### src/rtl/vram_wr_arb.sv
// VRAM write-port arbiter: round-robin between a host write requester and a
// block-fill engine, issuing at most one registered RAM write per clock.
module vram_wr_arb #(
  parameter int C_DAT_W = 72,
  parameter int C_ADR_W = 10
) (
  input  logic               CK_i,
  input  logic               RST_i,
  input  logic               HREQ_i,
  input  logic [C_ADR_W-1:0] HA_i,
  input  logic [C_DAT_W-1:0] HD_i,
  output logic               HACK_o,
  input  logic               FILL_START_i,
  input  logic [C_ADR_W-1:0] FILL_BASE_i,
  input  logic [C_ADR_W:0]   FILL_LEN_i,
  input  logic [C_DAT_W-1:0] FILL_DAT_i,
  input  logic               FILL_ABORT_i,
  output logic               FILL_BUSY_o,
  output logic               FILL_DONE_o,
  output logic               WE_o,
  output logic [C_ADR_W-1:0] WA_o,
  output logic [C_DAT_W-1:0] WD_o
);

  typedef enum logic [1:0] {IDLE, FILL, DONE} state_t;

  localparam logic [C_ADR_W:0] CNT_ONE = {{C_ADR_W{1'b0}}, 1'b1};

  state_t             state;
  state_t             state_nxt;
  logic [C_ADR_W-1:0] fill_adr;
  logic [C_ADR_W:0]   fill_cnt;
  logic [C_DAT_W-1:0] fill_dat;
  logic               last_fill;
  logic               fill_req;
  logic               grant_host;
  logic               grant_fill;

  // last_fill set means the fill engine won most recently, so the host wins a tie
  always_comb begin
    fill_req   = (state == FILL) && (fill_cnt != '0);
    grant_host = HREQ_i && !RST_i && (!fill_req || last_fill);
    grant_fill = fill_req && !RST_i && (!HREQ_i || !last_fill);
  end

  assign HACK_o      = grant_host;
  assign FILL_BUSY_o = (state == FILL);
  assign FILL_DONE_o = (state == DONE);

  always_comb begin
    state_nxt = state;
    case (state)
      IDLE: if (FILL_START_i) state_nxt = (FILL_LEN_i != '0) ? FILL : DONE;
      FILL: if (FILL_ABORT_i || (grant_fill && fill_cnt == CNT_ONE)) state_nxt = DONE;
      DONE: state_nxt = IDLE;
      default: state_nxt = IDLE;
    endcase
  end

  always_ff @(posedge CK_i) begin
    if (RST_i) begin
      state     <= IDLE;
      fill_adr  <= '0;
      fill_cnt  <= '0;
      fill_dat  <= '0;
      last_fill <= 1'b1;
      WE_o      <= 1'b0;
      WA_o      <= '0;
      WD_o      <= '0;
    end else begin
      state <= state_nxt;
      // Fill parameters load only from IDLE; a start pulse mid-fill is ignored
      if (state == IDLE && FILL_START_i) begin
        fill_adr <= FILL_BASE_i;
        fill_cnt <= FILL_LEN_i;
        fill_dat <= FILL_DAT_i;
      end else if (grant_fill) begin
        fill_adr <= fill_adr + 1'b1;
        fill_cnt <= fill_cnt - 1'b1;
      end
      if (grant_host)      last_fill <= 1'b0;
      else if (grant_fill) last_fill <= 1'b1;
      WE_o <= grant_host || grant_fill;
      if (grant_host) begin
        WA_o <= HA_i;
        WD_o <= HD_i;
      end else if (grant_fill) begin
        WA_o <= fill_adr;
        WD_o <= fill_dat;
      end
    end
  end

endmodule

### config.mk
export PLATFORM = sky130hd
export DESIGN_NAME = vram_wr_arb
export DESIGN_NICKNAME = d
export VERILOG_FILES = /design/src/rtl/vram_wr_arb.sv
export SDC_FILE = /design/constraint.sdc
export NUM_CORES = 1
export LEC_CHECK = 0
export BUFFER_PORTS_ARGS = -buffer_cell sky130_fd_sc_hd__buf_2
export CORE_ASPECT_RATIO = 1.5
export CORE_MARGIN = 2
export CORE_UTILIZATION = 34
export CTS_CLUSTER_DIAMETER = 120
export CTS_CLUSTER_SIZE = 30
export DETAILED_ROUTE_END_ITERATION = 10
export RECOVER_POWER = 25
export SYNTH_ARGS = -nofsm -noshare
export SYNTH_HDL_FRONTEND = slang
export SYNTH_SLANG_ARGS = --single-unit
### constraint.sdc
create_clock -name CK_i -period 3.4 [get_ports CK_i]
set_clock_uncertainty 0.1 [all_clocks]
set_input_delay 0.68 -clock CK_i [delete_from_list [all_inputs] [get_ports CK_i]]
set_output_delay 0.68 -clock CK_i [all_outputs]
set_load 0.005 [all_outputs]
* After elaboration in Yosys (flattened, before gate mapping)
Index checks and enable logic that the tools add are counted.
** Cells by class
- Eq/ne operators :: 5
- Add/subtract/negate cells :: 2
- Muxes and demuxes :: 14
- Reduce and logical (&&, ||, !) cells :: 21
** Operators by type and width (count)
- $mux 72 :: 2
- $mux 10 :: 4
- $mux 11 :: 2
- $reduce_bool 11->1 :: 2
- $eq 11x1->1 const B :: 1
- $sub 11x1->11 const B :: 1
- $add 10x1->10 const B :: 1
- $logic_and 1x1->1 :: 7
- $mux 2 :: 3
- $logic_not 1->1 :: 4
- $logic_or 1x1->1 :: 4
- $pmux 2 s2 :: 1
- $reduce_bool 2->1 :: 2
- $eq 2x1->1 const B :: 1
- $eq 2x2->1 const B :: 1
- $logic_not 2->1 :: 1
- $mux 1 :: 2
- $ne 2x1->1 const B :: 1
- $ne 2x2->1 const B :: 1
- $reduce_and 2->1 :: 1
** Storage, ports and cells
- Bits in registers :: 179
- Bits of input ports :: 180
- Output and inout bits :: 86

* Logic depth before layout (Yosys ltp)
- Depth in word-level cells :: 8
- Mapped depth :: 9
- Gate-level depth less buffers :: 7

* Worst setup path before layout
OpenSTA, ideal clock, no wires.
- Path type :: reg-to-output
- From :: reg fill_cnt[0]
- To :: out HACK_o
- Data arrival time :: 1.810 ns
- Cell stages (with the launch flop) :: 9
- Slack :: 0.810 ns
- Cells stage by stage :: dfxtp_1 -> inv_1 -> ha_1 -> nor4b_2 -> and3_4 -> o311ai_2 -> buf_2 -> buf_4 -> inv_1
** On the way
- Longest elaborated chain between the ends :: 5
** Ends and longest elaborated chain
- from (decl) :: line 32 : logic [C_ADR_W:0] fill_cnt;
- from (signal assigned) :: line 75 : fill_cnt <= FILL_LEN_i;
- from (signal assigned) :: line 79 : fill_cnt <= fill_cnt - 1'b1;
- $reduce_bool 11->1 :: line 41 : fill_req = (state == FILL) && (fill_cnt != '0);
- $logic_and 1x1->1 :: line 41
- $logic_not 1->1 :: line 42 : grant_host = HREQ_i && !RST_i && (!fill_req || last_fill);
- $logic_or 1x1->1 :: line 42
- $logic_and 1x1->1 :: line 42
- to (decl) :: line 12 : output logic HACK_o,
Every way passes these cells.

* Worst setup path in the final report
Ends and elaborated chain as after synthesis.

==> out/qor.txt <==
RUN STATUS
----------------------------------------------------------------------------------------
Status .................................................................... finished, final reports clean

SETUP PATH
----------------------------------------------------------------------------------------
Critical path arrival .....................................................      2.17 ns
Startpoint types ..........................................................         flop
Largest stage delay on the critical path ..................................      0.43 ns
Ordered cell list for the critical path ................................... inv_1, ha_1, nor4b_2, and3_4, o311ai_4, inv_1, buf_2
Critical-path maximum fanout ..............................................            6
Setup slack of the most critical reg-to-reg path ..........................      0.51 ns
Most frequent CP cell .....................................................        inv_1
Reg-to-Reg Start .......................................................... fill_cnt[0]$_SDFFE_PP0P_
Path depth of the worst reg2reg path ......................................            8
Capturing point of the worst reg2reg path ................................. WA_o[9]$_SDFFE_PP0P_
Slowest-stage cell, CP ....................................................      dfxtp_1
Worst Setup Path Type ..................................................... flop to output port
Endpoint type of the worst setup path .....................................  output port
Data required time at the worst endpoint ..................................      2.62 ns

POWER
----------------------------------------------------------------------------------------
Static Leak ...............................................................     3.902 nW
Worst IR Drop VDD .........................................................  0.0003298 V
Total power divided by cell area .......................................... 522.6 nW/µm²

LAYOUT
----------------------------------------------------------------------------------------
Nets ......................................................................         1355
Synthesis-to-layout area growth ...........................................       25.21%
Commonest non-fill, non-tap cell in the layout ............................      nand2_1
Commonest cells after routing, fill and taps aside ........................ 322 x nand2_1, 225 x buf_2, 179 x dfxtp_1
Non-filler instance count after layout ....................................         1465
Fraction of final layout cells sized beyond drive strength 1 ..............       30.01%

SYNTHESIS
----------------------------------------------------------------------------------------
Warnings from Yosys .......................................................            0
Most used DFF post-synth ..................................................      dfxtp_1
Number of different library cells in the post-synthesis netlist ...........           50
Portion of the post-synthesis area used by sequential elements ............       45.04%
Gate count of the mapped netlist ..........................................          955
Cell types occupying the most area after synthesis ........................ dfxtp_1 45%, nand2_1 15%, a311oi_2 15%
Proportion of netlist area held by the largest area contributor ...........       45.04%
Flops & latches, synth ....................................................          179
Largest area contributor in the netlist ...................................      dfxtp_1
Average instance area after synthesis .....................................    8.331 µm²
Synthesized netlist net count .............................................         1139
Number of enable flip-flop cells after synthesis ..........................            0
Post-synthesis instance area ..............................................     7956 µm²
Share of async-settable or async-resettable flops after synthesis .........           0%

DETAILED ROUTING
----------------------------------------------------------------------------------------
Number of DRC violations after detailed-routing iteration 0 ...............          480
Drt pass-1 iters ..........................................................            6
Post-DRT Antenna Nets .....................................................            0
DRC violation count after routing .........................................            0
Vias per Instance .........................................................        5.069
Final Routed Wirelength ...................................................     23240 µm
Average wire per standard cell ............................................     15.86 µm
Total number of vias ......................................................         7426

CLOCK NETWORK
----------------------------------------------------------------------------------------
Clock tree root driver cell ...............................................    clkbuf_16
Clock transition at the registers of the reported paths ...................      0.07 ns
Post-cts resize count .....................................................            0
Post-CTS setup buffer count ...............................................            0
Hold bufs inserted after CTS ..............................................            0
Count of clock tree sinks .................................................          179
Max Root-Sink Buffers .....................................................            2
Clock tree from TritonCTS .................................................          yes
Number of clock buffers inserted by TritonCTS .............................           17
Clock latency on the worst-skew pair ......................................      0.43 ns
Number of levels the H-tree was split into ................................            4

TIMING
----------------------------------------------------------------------------------------
Final hold violation count ................................................            0
Transition at the pin with the smallest max-transition slack ..............     1.067 ns
Fin Setup TNS .............................................................         0 ns
Final min period ..........................................................     2.945 ns
Setup violators final .....................................................            0
Setup repair after global routing missed its margin .......................           no
Max-slew violations .......................................................            0
Portion of the clock cycle consumed by the worst path in the final layout .       86.62%
Fmax ......................................................................   0.3396 GHz
Relative slew slack .......................................................       28.85%

WORST HOLD PATH
----------------------------------------------------------------------------------------
Hold endpoint ............................................................. fill_dat[54]$_SDFFE_PP0P_
Worst hold path cell count ................................................            2
Source of the worst hold timing path ...................................... fill_dat[54]$_SDFFE_PP0P_
Worst hold-check path type ................................................ flop to flop

GRT
----------------------------------------------------------------------------------------
Total Routing Usage GR ....................................................       18.67%
Initial antenna violation count ...........................................            2
Largest net degree at the start of global routing .........................          178
Wire length of the first global-routing pass ..............................     36240 µm
Via count of the first global-routing pass ................................         7059
GRT Residual Overflow .....................................................            0

FLOORPLAN
----------------------------------------------------------------------------------------
Die footprint .............................................................    24670 µm²
Die Ht ....................................................................     191.4 µm
Standard cell core area ...................................................    22970 µm²
Die boundary width ........................................................     128.9 µm
Starting density of the core ..............................................       34.64%
I/O pins ..................................................................          266
Number of rows in the core area ...........................................           68

PLACEMENT
----------------------------------------------------------------------------------------
Routability Congestion ....................................................       0.8014
I/O Buffers ...............................................................          265
HPWL after DPL ............................................................     15260 µm
Total placed cells including tap cells ....................................         1432

RUN
----------------------------------------------------------------------------------------
MaxCap Viol Count .........................................................            0

cells in the mapped netlist (all sizes together) (3+ instances only):
library cell  number
nand2            324
dfxtp            179
nor2             110
a21oi             84
a311oi            83
buf               40
clkbuf            39
nor4              12
inv                8
nor3               8
nand3              6
o311ai             6
a211oi             5
a32oi              4
and3               4
ha                 4
a22oi              3
nand2b             3
nand4              3
how the worst max path moves through the flow:
stage | depth (start not counted) | start | slack (ns) | end
final | 7 | fill_cnt[0]$_SDFFE_PP0P_ | 0.45 | HACK_o
after global routing | 7 | fill_cnt[0]$_SDFFE_PP0P_ | 0.33 | HACK_o
after CTS | 7 | fill_cnt[0]$_SDFFE_PP0P_ | 0.41 | HACK_o
after detailed placement | 6 | HREQ_i | 0.60 | fill_cnt[6]$_SDFFE_PP0P_
after global placement | 6 | HREQ_i | 0.69 | fill_cnt[6]$_SDFFE_PP0P_
after floorplan | 8 | fill_cnt[0]$_SDFFE_PP0P_ | 0.81 | HACK_o
routing by layer:
| layer | wire [µm] | vias to the layer above | GRT usage [%] | share of wire [%] |
|---|---|---|---|---|
| met5 | 0 | - | 0 | 0 |
| met4 | 595 | 0 | 7.943 | 2.6 |
| met3 | 1100 | 36 | 4.142 | 4.7 |
| met2 | 12130 | 184 | 33.17 | 52 |
| met1 | 9415 | 3493 | 21.30 | 41 |
| li1 | - | 3713 | - | - |
flip-flops by register name (all words and copies together) (netlist names):
signal / cells
WD_o: 72
fill_dat: 72
fill_cnt: 11
WA_o: 10
fill_adr: 10
state: 2
WE_o: 1
last_fill: 1
worst max-delay path: cells and delay by family (launching register included):
kind,cells,cell delay [ns]
fa+ha+maj,1,0.21
compound gates,1,0.29
buf+inv,3,0.39
flops,1,0.43
simple gates,2,0.42
power by group:
group          internal, W  leakage [nW]  switching [W]
Clock              0.00123         0.288       0.000832
Sequential         0.00226          1.47       0.000102
Combinational     0.000327          2.14       0.000456
Total              0.00382          3.90        0.00139
final cells by class:
| type | instances | area (µm²) |
|---|---|---|
| inverters | 8 | 30.03 |
| flip-flops and latches | 179 | 3583 |
| diodes | 2 | 5.005 |
| multi-input cells | 689 | 3976 |
| clock inverters | 8 | 125.1 |
| well taps | 280 | 350.3 |
| repair buffers | 276 | 1404 |
| fillers | 2382 | 13010 |
| clock buffers | 23 | 488.0 |
kinds of logic after synthesis:
| logic type | Yosys count | synth area share [%] |
|---|---|---|
| DFF | 179 | 45.04 |
| and+or+nand+nor | 483 | 24.69 |
| buffers and inverters | 87 | 5.394 |
| xor gates and xnor gates | 4 | 0.4404 |
| AOI/OAI and AO/OA | 198 | 23.81 |
| adders and majority gates | 4 | 0.6291 |
through the flow:
step / utilization (%) / area, µm² / hold slack (ns) / setup WS [ns] / total power (W)
2_1_floorplan: - / 7956 / 0.3295 / 0.8098 / 0.002885
3_3_place_gp: 40.89 / 9393 / 0.3415 / 0.6911 / 0.003188
3_5_place_dp: 40.89 / 9393 / 0.3467 / 0.6005 / 0.003202
4_1_cts: 43.56 / 10010 / 0.3524 / 0.4123 / 0.005282
5_1_grt: 43.37 / 9962 / 0.3621 / 0.3325 / 0.005459
6_report: 43.37 / 9962 / 0.3542 / 0.4550 / 0.005206
No activity file was read; power rests on OpenSTA's default activity.
